**src/rtl/wbuf_pkg.sv**
```systemverilog
// wbuf_pkg: shared FSM state type and line-address helper for the eviction write buffer
package wbuf_pkg;
  typedef enum logic [2:0] {IDLE, RD_HIT, RD_MEM, WR_ACK, DRAIN} wbuf_state_t;
  // Drops the byte-offset bits so two addresses in one line compare equal.
  function automatic logic [63:0] line_addr(input logic [63:0] addr, input int unsigned offset_w);
    return addr >> offset_w;
  endfunction
endpackage

```
**src/rtl/wbuf_match.sv**
```systemverilog
// wbuf_match: parallel line-tag compare; youngest-first one-hot for reads, drain-excluded hits for writes
// Ports: i_tag request line tag; i_tags/i_valid entry tags and valid bits; i_head oldest entry;
//        i_drain head is being drained; o_rd_vec one-hot youngest read hit; o_wr_vec write hits.
module wbuf_match #(
  parameter int DEPTH = 4,
  parameter int TAG_W = 27
) (
  input  logic [TAG_W-1:0]         i_tag,
  input  logic [DEPTH*TAG_W-1:0]   i_tags,
  input  logic [DEPTH-1:0]         i_valid,
  input  logic [$clog2(DEPTH)-1:0] i_head,
  input  logic                     i_drain,
  output logic [DEPTH-1:0]         o_rd_vec,
  output logic [DEPTH-1:0]         o_wr_vec
);
  localparam int PW = $clog2(DEPTH);
  logic [DEPTH-1:0] w_eq;
  logic [PW-1:0]    w_rd_idx;
  for (genvar i = 0; i < DEPTH; i++) begin : g_eq
    assign w_eq[i] = i_valid[i] && (i_tags[i*TAG_W +: TAG_W] == i_tag);
  end
  // Walk oldest to youngest so the last hit seen is the youngest one.
  always_comb begin
    w_rd_idx = '0;
    for (int k = 0; k < DEPTH; k++)
      if (w_eq[(int'(i_head) + k) % DEPTH]) w_rd_idx = PW'((int'(i_head) + k) % DEPTH);
    o_rd_vec = |w_eq ? DEPTH'(1) << w_rd_idx : '0;
    o_wr_vec = w_eq & ~(i_drain ? DEPTH'(1) << i_head : '0);
  end
endmodule

```
**src/rtl/evict_wbuf_n.sv**
```systemverilog
// evict_wbuf_n: DEPTH-entry dirty-line eviction FIFO between L2 (mem_*) and memory (pmem_*)
// Ports: mem_* upstream line requests (read/write held until mem_resp pulse);
//        pmem_* downstream memory port (read/write held until pmem_resp);
//        full/empty/occupancy buffer status from registered count.
// Optional: define WBUF_PERF_CNT_EN to add perf_rd_hits, perf_coalesces, perf_full_stalls
//           32-bit saturating counters.
module evict_wbuf_n
  import wbuf_pkg::*;
#(
  parameter int DEPTH    = 4,
  parameter int LINE_W   = 256,
  parameter int ADDR_W   = 32,
  parameter int OFFSET_W = 5
) (
  input  logic                       clk,
  input  logic                       rst_n,
  input  logic [ADDR_W-1:0]          mem_address,
  input  logic                       mem_read,
  input  logic                       mem_write,
  input  logic [LINE_W-1:0]          mem_wdata,
  output logic [LINE_W-1:0]          mem_rdata,
  output logic                       mem_resp,
  output logic [ADDR_W-1:0]          pmem_address,
  output logic                       pmem_read,
  output logic                       pmem_write,
  output logic [LINE_W-1:0]          pmem_wdata,
  input  logic [LINE_W-1:0]          pmem_rdata,
  input  logic                       pmem_resp,
`ifdef WBUF_PERF_CNT_EN
  output logic [31:0]                perf_rd_hits,
  output logic [31:0]                perf_coalesces,
  output logic [31:0]                perf_full_stalls,
`endif
  output logic                       full,
  output logic                       empty,
  output logic [$clog2(DEPTH):0]     occupancy
);
  localparam int TAG_W = ADDR_W - OFFSET_W;
  localparam int PW    = $clog2(DEPTH);
  localparam int CW    = $clog2(DEPTH) + 1;
  wbuf_state_t              r_state, w_next;
  logic [DEPTH-1:0]         r_valid, r_hit_vec;
  logic [DEPTH*TAG_W-1:0]   r_tags;
  logic [LINE_W-1:0]        r_data [DEPTH];
  logic [PW-1:0]            r_head, r_tail;
  logic [CW-1:0]            r_count;
  logic [TAG_W-1:0]         w_tag;
  logic [DEPTH-1:0]         w_rd_vec, w_wr_vec, w_wsel;
  logic [LINE_W-1:0]        w_hit_data;
  logic                     w_full, w_empty, w_rd_hit, w_wr_hit, w_acc_wr, w_alloc, w_pop;
  assign w_tag    = TAG_W'(line_addr(64'(mem_address), OFFSET_W));
  assign w_full   = r_count == CW'(DEPTH);
  assign w_empty  = r_count == '0;
  assign w_rd_hit = |w_rd_vec;
  assign w_wr_hit = |w_wr_vec;
  assign w_acc_wr = r_state == IDLE && !mem_read && mem_write && (w_wr_hit || !w_full);
  assign w_alloc  = w_acc_wr && !w_wr_hit;
  assign w_pop    = r_state == DRAIN && pmem_resp;
  // A coalescing write targets its match; a fresh line lands at the tail.
  assign w_wsel   = w_wr_hit ? w_wr_vec : DEPTH'(1) << r_tail;
  assign full      = w_full;
  assign empty     = w_empty;
  assign occupancy = r_count;
  wbuf_match #(.DEPTH(DEPTH), .TAG_W(TAG_W)) u_match (
    .i_tag   (w_tag),
    .i_tags  (r_tags),
    .i_valid (r_valid),
    .i_head  (r_head),
    .i_drain (r_state == DRAIN),
    .o_rd_vec(w_rd_vec),
    .o_wr_vec(w_wr_vec)
  );
  always_ff @(posedge clk or negedge rst_n)
    if (!rst_n) r_state <= IDLE;
    else r_state <= w_next;
  // Reads beat writes; a full buffer or an idle upstream triggers a single-line drain.
  always_comb begin
    w_next = IDLE;
    case (r_state)
      IDLE:          w_next = mem_read ? (w_rd_hit ? RD_HIT : RD_MEM) :
                              mem_write ? (w_acc_wr ? WR_ACK : DRAIN) :
                              w_empty ? IDLE : DRAIN;
      RD_MEM, DRAIN: w_next = pmem_resp ? IDLE : r_state;
      default:       w_next = IDLE;
    endcase
  end
  always_comb begin
    w_hit_data = '0;
    for (int k = 0; k < DEPTH; k++) if (r_hit_vec[k]) w_hit_data = r_data[k];
  end
  always_comb begin
    mem_resp     = r_state == RD_HIT || r_state == WR_ACK || (r_state == RD_MEM && pmem_resp);
    mem_rdata    = r_state == RD_HIT ? w_hit_data : r_state == RD_MEM ? pmem_rdata : '0;
    pmem_read    = r_state == RD_MEM;
    pmem_write   = r_state == DRAIN;
    pmem_address = r_state == RD_MEM ? {w_tag, {OFFSET_W{1'b0}}} :
                   r_state == DRAIN  ? {r_tags[r_head*TAG_W +: TAG_W], {OFFSET_W{1'b0}}} : '0;
    pmem_wdata   = r_state == DRAIN ? r_data[r_head] : '0;
  end
  always_ff @(posedge clk or negedge rst_n)
    if (!rst_n) begin
      r_valid   <= '0;
      r_hit_vec <= '0;
      r_head    <= '0;
      r_tail    <= '0;
      r_count   <= '0;
    end else begin
      if (r_state == IDLE && mem_read) r_hit_vec <= w_rd_vec;
      r_valid <= (r_valid | (w_alloc ? w_wsel : '0)) & ~(w_pop ? DEPTH'(1) << r_head : '0);
      if (w_alloc) r_tail <= r_tail + 1'b1;
      if (w_pop) r_head <= r_head + 1'b1;
      r_count <= r_count + CW'(w_alloc) - CW'(w_pop);
    end
  // Line payloads are qualified by r_valid, so they need no reset.
  always_ff @(posedge clk)
    for (int k = 0; k < DEPTH; k++)
      if (w_acc_wr && w_wsel[k]) begin
        r_data[k]                   <= mem_wdata;
        r_tags[k*TAG_W +: TAG_W]    <= w_tag;
      end
`ifdef WBUF_PERF_CNT_EN
  always_ff @(posedge clk or negedge rst_n)
    if (!rst_n) begin
      perf_rd_hits     <= '0;
      perf_coalesces   <= '0;
      perf_full_stalls <= '0;
    end else begin
      if (r_state == IDLE && mem_read && w_rd_hit && ~&perf_rd_hits) perf_rd_hits <= perf_rd_hits + 1;
      if (w_acc_wr && w_wr_hit && ~&perf_coalesces) perf_coalesces <= perf_coalesces + 1;
      if (r_state == IDLE && mem_write && w_full && ~&perf_full_stalls) perf_full_stalls <= perf_full_stalls + 1;
    end
`endif
endmodule

```
**config.mk**
```make
export PLATFORM = sky130hd
export DESIGN_NAME = evict_wbuf_n
export DESIGN_NICKNAME = d
export VERILOG_FILES = /design/src/rtl/wbuf_pkg.sv /design/src/rtl/wbuf_match.sv /design/src/rtl/evict_wbuf_n.sv
export SDC_FILE = /design/constraint.sdc
export NUM_CORES = 2
export LEC_CHECK = 0
export ABC_CLOCK_PERIOD_IN_PS = 22700
export BUFFER_PORTS_ARGS = -buffer_cell sky130_fd_sc_hd__buf_4
export CORE_AREA = 2 2 425 427
export DETAILED_ROUTE_END_ITERATION = 12
export DIE_AREA = 0 0 427 429
export SYNTH_ARGS = -nofsm -noshare
export SYNTH_HDL_FRONTEND = slang
export SYNTH_SLANG_ARGS = --single-unit
```
**constraint.sdc**
```tcl
create_clock -name clk -period 22.7 [get_ports clk]
set_clock_uncertainty 0.1 [all_clocks]
set_input_delay 2.27 -clock clk [delete_from_list [all_inputs] [get_ports clk]]
set_output_delay 2.27 -clock clk [all_outputs]
set_load 0.05 [all_outputs]
```
==> reports/results.tsv <==
metric	value	unit
RSZ-0062 raised after global routing	no	
crit start category	flip-flop	
initial antenna violation count	40	
post-layout instance area	70900	µm²
first-pass GRT wire length	287000	µm
Register Area	34500	µm²
critical path data arrival time	5.58	ns
ys flop type	edfxtp_1	
number of enable flip-flop cells after synthesis	1132	
Post-CTS Resized	0	
GPL Wtd Cong	0.967	
Crit Path Max Fanout	89	
total CTS buffers	130	
Yosys cell types	61	
Avg Vias per Cell	5.37	
vias in the first global route	40700	
total die area	183000	µm²
dpl cell area	66800	µm²
fmax	0.126	GHz
area occupied by multi-input gates	20500	µm²
Max VDD drop	78.3	µV
hold crit path type	reg2reg	
setup bufs post-CTS	0	
Avg Inst Size Synth	12.6	µm²
post-layout min period	7.95	ns
starting density of the core	31.8	%
final setup fails	0	
Skew-Pair Late Insertion Delay	0.78	ns
core area	178000	µm²
pin count of the biggest net entering global routing	171	
Hold WS	0.473	ns
hold_buf cts	0	
pwr/cell area	114	nW/µm²
Fin. Hold Viols	0	
fillers	16800	
WL final	203000	µm
worst-margin pin slew	1.14	ns
# clock sinks	1150	
Post-Syn Instances	4486	
Detail Route Antenna Nets	0	
Max clock buf depth	3	
Finished Core Util	39.8	%
Max-slew headroom	23.4	%
critical path class	reg2out	
global route total overflow	0	
fin. max-slew vios	0	
fraction of layout cells with a size suffix above 1	30.0	%
post-synthesis cell area	56600	µm²
WL/cell	25.9	µm
DRT iter0 DRCs	3827	
row count	155	
Total GRT Usage	21.3	%
synth-to-layout area growth	25.3	%
clock root buffer	clkbuf_16	
die extent in x	427	µm
status	finished clean	
worst path required time	20.33	ns
Layout Nets	5926	
Synth Register Bits	1150	
Max-Cap Viols	0	
total power draw	8.05	mW
Static Leakage	26.4	nW
htree depth	4	
CTS tree	built	
final worst-path cycle share	35.0	%
CTS clk-pin slew, worst paths	0.06	ns
# port buffers	1090	
IO Pins	1101	
Seq/Total Area, Yosys	60.9	%
drt first pass iters	6	
CP Capture Type	primary output	
DRC	0	
Die Span Y	429	µm
via count	42100	
dpl hpwl	137000	µm
ys async rst share	1.57	%
Syn. warnings	0	
-- state kept, by name, indices dropped and copies added (netlist names) --
register / cells
r_data: 1024
r_head: 2
occupancy: 3
r_valid: 4
r_tail: 2
r_hit_vec: 4
r_tags: 108
r_state: 3
-- layout by cell type (no fill, tap or decap), drive strengths merged, types with 4 or more instances in the layout --
master | netlist | layout
nor3 | 10 | 10
bufinv | 0 | 5
nor2 | 524 | 524
o31a | 4 | 4
a21oi | 519 | 519
ha | 10 | 10
clkinv | 0 | 45
nand4b | 7 | 7
and3 | 257 | 257
mux4 | 283 | 283
clkbuf | 317 | 172
nand4 | 32 | 32
xor2 | 41 | 41
buf | 99 | 1160
nor3b | 6 | 6
o21ai | 260 | 260
conb | 1 | 5
diode | 0 | 25
o21a | 4 | 4
xnor2 | 71 | 71
a22o | 283 | 283
nand2 | 523 | 523
inv | 14 | 20
dfrtp | 18 | 18
nor4 | 19 | 19
nor4b | 7 | 7
edfxtp | 1132 | 1132
nand3 | 7 | 7
-- worst max-delay path: stages (launching register included) --
cell     delay (ns)
dfrtp_4        0.75
buf_4          0.69
buf_4          0.84
buf_4          0.68
buf_4          0.65
o21ai_0        0.49
a22o_1         0.33
buf_4          0.19
-- through the flow --
stage          instances  worst slack, ns  TNS (ns)
6_report            7844            14.75         0
5_1_grt             7838            14.40         0
4_1_cts             7819            14.63         0
3_5_place_dp        7589            14.75         0
3_3_place_gp        7589            14.76         0
2_1_floorplan       4490            -1.88  -1598.85
-- Yosys cell counts, types with 14 or more instances --
| library cell | count | share of area (%) |
|---|---|---|
| and3_1 | 257 | 2.8 |
| buf_1 | 74 | 0.49 |
| nor2_1 | 524 | 3.5 |
| a22o_1 | 282 | 4.4 |
| clkbuf_1 | 317 | 2.1 |
| a21oi_1 | 519 | 4.6 |
| mux4_2 | 283 | 11 |
| xnor2_1 | 65 | 1.0 |
| inv_1 | 14 | 0.093 |
| dfrtp_1 | 18 | 0.80 |
| edfxtp_1 | 1132 | 60 |
| nand2_1 | 523 | 3.5 |
| nor4_1 | 19 | 0.21 |
| o21ai_0 | 260 | 2.3 |
| nand4_1 | 32 | 0.35 |
| xor2_1 | 41 | 0.63 |
-- cells by family after synthesis --
logic type	Yosys count	share of synthesized area, %
flip-flops	1150	60.9
other	1	0.00663
AO/OA/AOI/OAI	1093	11.8
buffers and inverters	430	3.03
adder cells (fa/ha/maj)	11	0.256
XOR/XNOR	112	1.81
multiplexers	284	11.3
AND/OR/NAND/NOR	1405	11.0
-- area by class of cell --
cell class	count	share of cell area, %
flip-flops and latches	1150	48.6
repair buffers	1160	12.5
clock inverters	58	0.676
well taps	2355	4.16
clock buffers	172	5.02
multi-input cells	2910	28.9
inverters	14	0.0741
diodes	25	0.0882
-- per-layer routing --
layer  share of wire [%]  GRT usage, %  routed length, µm
met5               0.017             0                 34
met4                 3.5          7.90               7180
met3                 7.2          4.43              14600
met2                  50          35.5             101000
met1                  39          27.1              80000
-- power by group --
group	internal, mW	switching [mW]
Clock	1.16	0.845
Combinational	1.16	2.23
Sequential	2.52	0.132
Total	4.85	3.21
-- final timing paths --
path                                    from        endpoint  slack, ns  depth (start not counted)
worst max-delay path            r_hit_vec[3]   mem_rdata[12]      14.75                          7
worst min-delay path               r_tail[1]       r_tail[1]       0.47                          1
worst max register to register     r_head[0]  r_data[3][169]      16.72                          9
worst min register to register     r_tail[1]       r_tail[1]       0.47                          1
max in group asynchronous              rst_n    r_hit_vec[0]      20.94                          1
min in group asynchronous              rst_n    occupancy[0]       1.29                          1
Power figures use the tool's default switching activity.
